$ cat src/rtl/sdram_arb_pkg.sv
// Shared types and constants for the two-port SDRAM command arbiter.
// Used by the top level and its response-ID FIFO.
package sdram_arb_pkg;

  typedef enum logic [1:0] {
    ST_IDLE  = 2'd0,
    ST_LOCK0 = 2'd1,
    ST_LOCK1 = 2'd2
  } arb_state_t;

  localparam logic PORT_CPU   = 1'b0;
  localparam logic PORT_VIDEO = 1'b1;

  localparam int unsigned DEF_ADDR_W = 24;
  localparam int unsigned DEF_DATA_W = 16;

  function automatic int unsigned mask_w(input int unsigned data_w);
    return data_w / 8;
  endfunction

endpackage

$ cat src/rtl/sdram_arb_id_fifo.sv
// Port-ID FIFO tracking which requester issued each outstanding read.
// The head entry is visible combinationally so responses route in the same cycle.
module sdram_arb_id_fifo
  import sdram_arb_pkg::*;
#(
  parameter int unsigned DEPTH = 4
) (
  input  logic clk,
  input  logic rst,
  input  logic push,
  input  logic push_id,
  input  logic pop,
  output logic head_id,
  output logic full,
  output logic empty
);

  localparam int unsigned AW = (DEPTH > 1) ? $clog2(DEPTH) : 1;

  logic [DEPTH-1:0] mem;
  logic [AW-1:0]    wr_ptr;
  logic [AW-1:0]    rd_ptr;
  logic [AW:0]      count;

  assign head_id = mem[rd_ptr];
  assign full    = (count == (AW+1)'(DEPTH));
  assign empty   = (count == '0);

  // Pointers wrap naturally because DEPTH is a power of two.
  always_ff @(posedge clk or posedge rst) begin
    if (rst) begin
      mem    <= '0;
      wr_ptr <= '0;
      rd_ptr <= '0;
      count  <= '0;
    end else begin
      if (push) begin
        mem[wr_ptr] <= push_id;
        wr_ptr      <= wr_ptr + 1'b1;
      end
      if (pop) begin
        rd_ptr <= rd_ptr + 1'b1;
      end
      unique case ({push, pop})
        2'b10:   count <= count + 1'b1;
        2'b01:   count <= count - 1'b1;
        default: count <= count;
      endcase
    end
  end

endmodule

$ cat src/rtl/sdram_port_arbiter.sv
// Shares the SDRAM controller command/response port between the CPU bridge
// (port 0) and the video DMA (port 1) with burst locking and anti-starvation.
module sdram_port_arbiter
  import sdram_arb_pkg::*;
#(
  parameter int unsigned ADDR_W   = DEF_ADDR_W,
  parameter int unsigned DATA_W   = DEF_DATA_W,
  parameter int unsigned PENDING  = 4,
  parameter int unsigned MAX_WAIT = 16
) (
  input  logic                io_axiClk,
  input  logic                io_asyncReset,
  input  logic                io_p0_cmd_valid,
  output logic                io_p0_cmd_ready,
  input  logic                io_p0_cmd_write,
  input  logic [ADDR_W-1:0]   io_p0_cmd_address,
  input  logic [DATA_W-1:0]   io_p0_cmd_data,
  input  logic [DATA_W/8-1:0] io_p0_cmd_mask,
  input  logic                io_p0_cmd_last,
  output logic                io_p0_rsp_valid,
  output logic [DATA_W-1:0]   io_p0_rsp_data,
  input  logic                io_p1_cmd_valid,
  output logic                io_p1_cmd_ready,
  input  logic                io_p1_cmd_write,
  input  logic [ADDR_W-1:0]   io_p1_cmd_address,
  input  logic [DATA_W-1:0]   io_p1_cmd_data,
  input  logic [DATA_W/8-1:0] io_p1_cmd_mask,
  input  logic                io_p1_cmd_last,
  output logic                io_p1_rsp_valid,
  output logic [DATA_W-1:0]   io_p1_rsp_data,
  output logic                io_m_cmd_valid,
  input  logic                io_m_cmd_ready,
  output logic                io_m_cmd_write,
  output logic [ADDR_W-1:0]   io_m_cmd_address,
  output logic [DATA_W-1:0]   io_m_cmd_data,
  output logic [DATA_W/8-1:0] io_m_cmd_mask,
  input  logic                io_m_rsp_valid,
  input  logic [DATA_W-1:0]   io_m_rsp_data,
  output logic                io_error
);

  localparam int unsigned MASK_W = mask_w(DATA_W);
  localparam int unsigned WAIT_W = $clog2(MAX_WAIT + 1);
  localparam logic [WAIT_W-1:0] WAIT_MAX = WAIT_W'(MAX_WAIT);

  arb_state_t        state;
  logic [WAIT_W-1:0] wait_cnt;
  logic              sel;
  logic              sel_valid;
  logic              sel_write;
  logic              sel_last;
  logic              rd_blocked;
  logic              fire;
  logic              id_head;
  logic              id_full;
  logic              id_empty;
  logic              rsp_pop;
  logic [MASK_W-1:0] sel_mask;

  always_comb begin
    sel = PORT_CPU;
    unique case (state)
      ST_LOCK0: sel = PORT_CPU;
      ST_LOCK1: sel = PORT_VIDEO;
      default: begin
        if (io_p1_cmd_valid && !(wait_cnt == WAIT_MAX && io_p0_cmd_valid))
          sel = PORT_VIDEO;
      end
    endcase
  end

  assign sel_valid = (sel == PORT_VIDEO) ? io_p1_cmd_valid : io_p0_cmd_valid;
  assign sel_write = (sel == PORT_VIDEO) ? io_p1_cmd_write : io_p0_cmd_write;
  assign sel_last  = (sel == PORT_VIDEO) ? io_p1_cmd_last  : io_p0_cmd_last;
  assign sel_mask  = (sel == PORT_VIDEO) ? io_p1_cmd_mask  : io_p0_cmd_mask;

  // A pop in the same cycle frees the slot, so a full FIFO does not block then.
  assign rsp_pop    = io_m_rsp_valid && !id_empty;
  assign rd_blocked = !sel_write && id_full && !rsp_pop;

  assign io_m_cmd_valid   = sel_valid && !rd_blocked;
  assign io_m_cmd_write   = sel_write;
  assign io_m_cmd_address = (sel == PORT_VIDEO) ? io_p1_cmd_address : io_p0_cmd_address;
  assign io_m_cmd_data    = (sel == PORT_VIDEO) ? io_p1_cmd_data    : io_p0_cmd_data;
  assign io_m_cmd_mask    = sel_mask;

  assign fire            = io_m_cmd_valid && io_m_cmd_ready;
  assign io_p0_cmd_ready = fire && (sel == PORT_CPU);
  assign io_p1_cmd_ready = fire && (sel == PORT_VIDEO);

  assign io_p0_rsp_valid = rsp_pop && (id_head == PORT_CPU);
  assign io_p1_rsp_valid = rsp_pop && (id_head == PORT_VIDEO);
  assign io_p0_rsp_data  = io_m_rsp_data;
  assign io_p1_rsp_data  = io_m_rsp_data;

  sdram_arb_id_fifo #(
    .DEPTH (PENDING)
  ) u_id_fifo (
    .clk     (io_axiClk),
    .rst     (io_asyncReset),
    .push    (fire && !sel_write),
    .push_id (sel),
    .pop     (rsp_pop),
    .head_id (id_head),
    .full    (id_full),
    .empty   (id_empty)
  );

  always_ff @(posedge io_axiClk or posedge io_asyncReset) begin
    if (io_asyncReset) begin
      state <= ST_IDLE;
    end else if (fire) begin
      if (sel_last)
        state <= ST_IDLE;
      else
        state <= (sel == PORT_VIDEO) ? ST_LOCK1 : ST_LOCK0;
    end
  end

  always_ff @(posedge io_axiClk or posedge io_asyncReset) begin
    if (io_asyncReset) begin
      wait_cnt <= '0;
    end else if (io_p0_cmd_ready) begin
      wait_cnt <= '0;
    end else if (io_p0_cmd_valid && wait_cnt != WAIT_MAX) begin
      wait_cnt <= wait_cnt + 1'b1;
    end
  end

  always_ff @(posedge io_axiClk or posedge io_asyncReset) begin
    if (io_asyncReset)
      io_error <= 1'b0;
    else if (io_m_rsp_valid && id_empty)
      io_error <= 1'b1;
  end

endmodule

$ cat config.mk
export PLATFORM = sky130hd
export DESIGN_NAME = sdram_port_arbiter
export DESIGN_NICKNAME = d
export VERILOG_FILES = /design/src/rtl/sdram_arb_pkg.sv /design/src/rtl/sdram_arb_id_fifo.sv /design/src/rtl/sdram_port_arbiter.sv
export SDC_FILE = /design/constraint.sdc
export NUM_CORES = 1
export LEC_CHECK = 0
export CORE_ASPECT_RATIO = 1.5
export CORE_MARGIN = 3
export CORE_UTILIZATION = 27
export CTS_CLUSTER_DIAMETER = 30
export CTS_CLUSTER_SIZE = 14
export DETAILED_ROUTE_END_ITERATION = 16
export GPL_ROUTABILITY_DRIVEN = 0
export PLACE_DENSITY_LB_ADDON = 0.12
export SYNTH_ARGS = -nofsm -noshare
export SYNTH_HDL_FRONTEND = slang
export SYNTH_SLANG_ARGS = --single-unit
$ cat constraint.sdc
create_clock -name io_axiClk -period 2.86 [get_ports io_axiClk]
set_clock_uncertainty 0.1 [all_clocks]
set_input_delay 0.286 -clock io_axiClk [delete_from_list [all_inputs] [get_ports io_axiClk]]
set_output_delay 0.286 -clock io_axiClk [all_outputs]
set_load 0.02 [all_outputs]
==> impl_metrics.py <==
metrics = {
    "cells_and_area": {
        "design_area_um2": 3290,
        "drive_above_1_share_pct": 21.6,
        "diodes": 0,
        "nFillCells": 680,
        "area_delta_synth_final_pct": 70.0,
        "regArea_um2": 475,
        "final_cell_mix": "clkdlybuf4s50_1 (97), dlygate4sd2_1 (45), mux2_2 (42)",
        "fin_nets": 430,
        "multi_input_area_um2": 1150,
        "fin_cells": 388,
        "layout_commonest_cell": "clkdlybuf4s50_1",
    },
    "setup_path": {
        "worst-r2r-cell-count": 13,
        "timing.rr.start": "wait_cnt[0]",
        "crit_type": "flop to output pin",
        "crit_path_end_kind": "output pin",
        "critPathMaxFanout": 28,
        "cp-start-kind": "flop",
        "cp.arrival_ns": 2.35,
        "r2r_setup_slack_ns": 0.21,
        "worst_ep_required_time_ns": 2.47,
        "timing.rr.end": "u_id_fifo.count[2]",
    },
    "timing": {
        "setup_viol": 0,
        "rsz0062_at_grt": "no",
        "min_period_ns": 2.73,
        "tightest_slew_ns": 0.762,
        "finalSetupTns_ns": 0,
        "hold_violations": 0,
        "drv_slew": 0,
        "relSlewSlack_pct": 49.2,
        "finalCritPeriodShare_pct": 95.6,
        "fin_ws_ns": 0.125,
        "fmax_ghz": 0.366,
    },
    "power": {
        "power_frac_comb_pct": 74.9,
        "sw_frac_of_total_pct": 43.7,
        "powerDensity_nw_per_um2": 823,
        "power.leakage_uw": 0.00143,
        "p_switching_uw": 1180,
        "power.internal_uw": 1530,
        "pwr-share-seq_pct": 18.0,
        "clockPowerShare_pct": 7.1,
        "ir_drop_v": 0.000345,
    },
    "die": {
        "initial_utilization_pct": 28.1,
        "fp.dieArea_um2": 8250,
        "core_um2": 6900,
        "rows": 37,
        "chipHeight_um": 110,
        "die_x_um": 75.2,
        "ioPinCount": 191,
    },
    "placement": {
        "dpl-instance-area_um2": 3270,
        "place_hpwl_mm": 5.83,
        "port_buffers": 142,
        "placed_cells": 383,
        "dp_slack_ns": 0.0280,
    },
    "outcome": {
        "status": "finished clean",
    },
    "synthesis": {
        "syn_area_um2": 1940,
        "syn-num-nets": 314,
        "async_reset_ff_share_pct": 100,
        "synth_ff_type": "dfrtp_1",
        "synth_top_family_by_area": "multiplexers",
        "ys_ff_latch": 19,
        "synth-simple-area-share_pct": 12.3,
        "synth_cell_types": 40,
        "synth.avg_cell_area_um2": 9.93,
        "netlist_instances": 195,
        "synth-edff-count": 0,
        "synth-adder-area-share_pct": 6.20,
        "synth_compound_area_share_pct": 4.46,
        "ys_warn_count": 0,
        "synth-xor-area-share_pct": 4.52,
        "synthMuxAreaShare_pct": 30.4,
        "yosysSeqAreaShare_pct": 24.5,
    },
    "global_route": {
        "antenna_found_initial": 0,
        "grt_pass1_vias": 1965,
        "grt_max_degree": 29,
        "grt_usage_pct": 16.5,
        "grt_pass1_wl_mm": 10.1,
        "overflow": 0,
    },
    "route": {
        "wl_per_cell_um": 17.8,
        "drt-vias-per-instance": 4.65,
        "dr.pass1.iters": 4,
        "drt-total-wl_mm": 6.89,
        "postRouteAntennaNets": 0,
        "drc": 0,
        "drtIter0Drc": 88,
        "num_vias": 1805,
    },
    "clocking": {
        "cts_made_buffers": 3,
        "cts_tree": "built",
        "clkTransAtPathRegs_ns": 0.07,
        "cts_root_buf": "clkbuf_8",
        "clk-insertion-delay-late_ns": 0.26,
        "cts_hold_buffers": 0,
        "clock-sinks": 19,
        "clockBufferDepth": 2,
        "htreeDepth": 1,
    },
    "flow_run": {
        "cap_violations": 0,
    },
    "min_path": {
        "hp-class": "input port to async pin",
    },
}
==> final cells by class <==
type | count | area share, %
Clock inverter | 1 | 0.152
Inverter | 16 | 1.82
Tap cell | 78 | 2.96
Sequential cell | 19 | 14.4
Multi-Input combinational cell | 120 | 35.1
Clock buffer | 3 | 1.25
Timing Repair Buffer | 151 | 44.3
==> synthesized netlist by cell type (3+ instances only) <==
cell type   n  share of area, %
inv_1      15               2.9
buf_4      33                13
buf_2       6               1.6
mux2_2     42                24
dfrtp_1    19                25
xor2_1      5               2.3
nor2_1     12               2.3
mux2_1      6               3.5
nand3_1     7               1.8
nand2_1     3              0.58
o21ai_1     3              0.77
ha_1        8               5.2
xnor2_1     5               2.3
==> power by group through the flow <==
| stage | registers, µW | clock network (µW) | logic [µW] |
|---|---|---|---|
| after floorplan | 472 | 0 | 1370 |
| after global placement | 487 | 0 | 2170 |
| after detailed placement | 491 | 0 | 2170 |
| after CTS | 487 | 199 | 2030 |
| after global routing | 507 | 203 | 2210 |
| final | 488 | 193 | 2030 |
==> layer usage <==
layer | up-vias | GRT usage (%) | wire length [µm]
met5 | - | 0 | 0
met4 | 0 | 4.00 | 56
met3 | 6 | 4.48 | 612
met2 | 115 | 25.4 | 3130
met1 | 821 | 22.8 | 3090
li1 | 863 | - | -
==> through the flow <==
step	utilization [%]	hold WS, ns	total power (µW)
floorplan	-	0.137	1850
global route	47.7	0.396	2920
detailed placement	47.4	0.348	2660
finish	47.7	0.362	2710
global placement	47.4	0.344	2660
CTS	47.4	0.367	2710
==> critical path: stages (launching register included) <==
cell and delay, ns:
dfrtp_1 0.41, inv_1 0.10, ha_1 0.20, nand4bb_4 0.17, o211ai_1 0.28, o21ai_4 0.13, buf_12 0.18, mux2_2 0.28
dlygate4sd2_1 0.32
==> logic make-up (layout without fill, tap and decap cells) <==
group,after synthesis,after routing
AOI/OAI and AO/OA,11,11
xor gates and xnor gates,10,10
adders and majority gates,9,9
buffers and inverters,56,171
DFF,19,19
muxes,51,51
and+or+nand+nor,39,39
==> state kept, by name, summed over array words and instances (netlist names) <==
signal and count:
io_error 1, state 2, u_id_fifo.count 3, u_id_fifo.mem 4
u_id_fifo.rd_ptr 2, u_id_fifo.wr_ptr 2, wait_cnt 5
==> worst max path at each step <==
stage,from,to,slack [ns]
3_5_place_dp,state[0],io_m_cmd_valid,0.03
5_1_grt,wait_cnt[0],io_m_cmd_address[20],0.02
6_report,wait_cnt[0],io_m_cmd_data[11],0.13
2_1_floorplan,state[0],u_id_fifo.count[2],0.21
3_3_place_gp,io_p0_cmd_write,io_m_cmd_valid,0.03
4_1_cts,state[0],io_m_cmd_write,0.09
==> what timing repair did <==
item / 4_1_cts / 5_1_grt
setup endpoints to repair: 45 / 3
pin swaps: 1 / 1
gates resized for setup: 46 / 3
hold endpoints to repair: 0 / 0
buffers inserted: 1 / 0
Note: power is estimated with default switching activity, not from simulation.
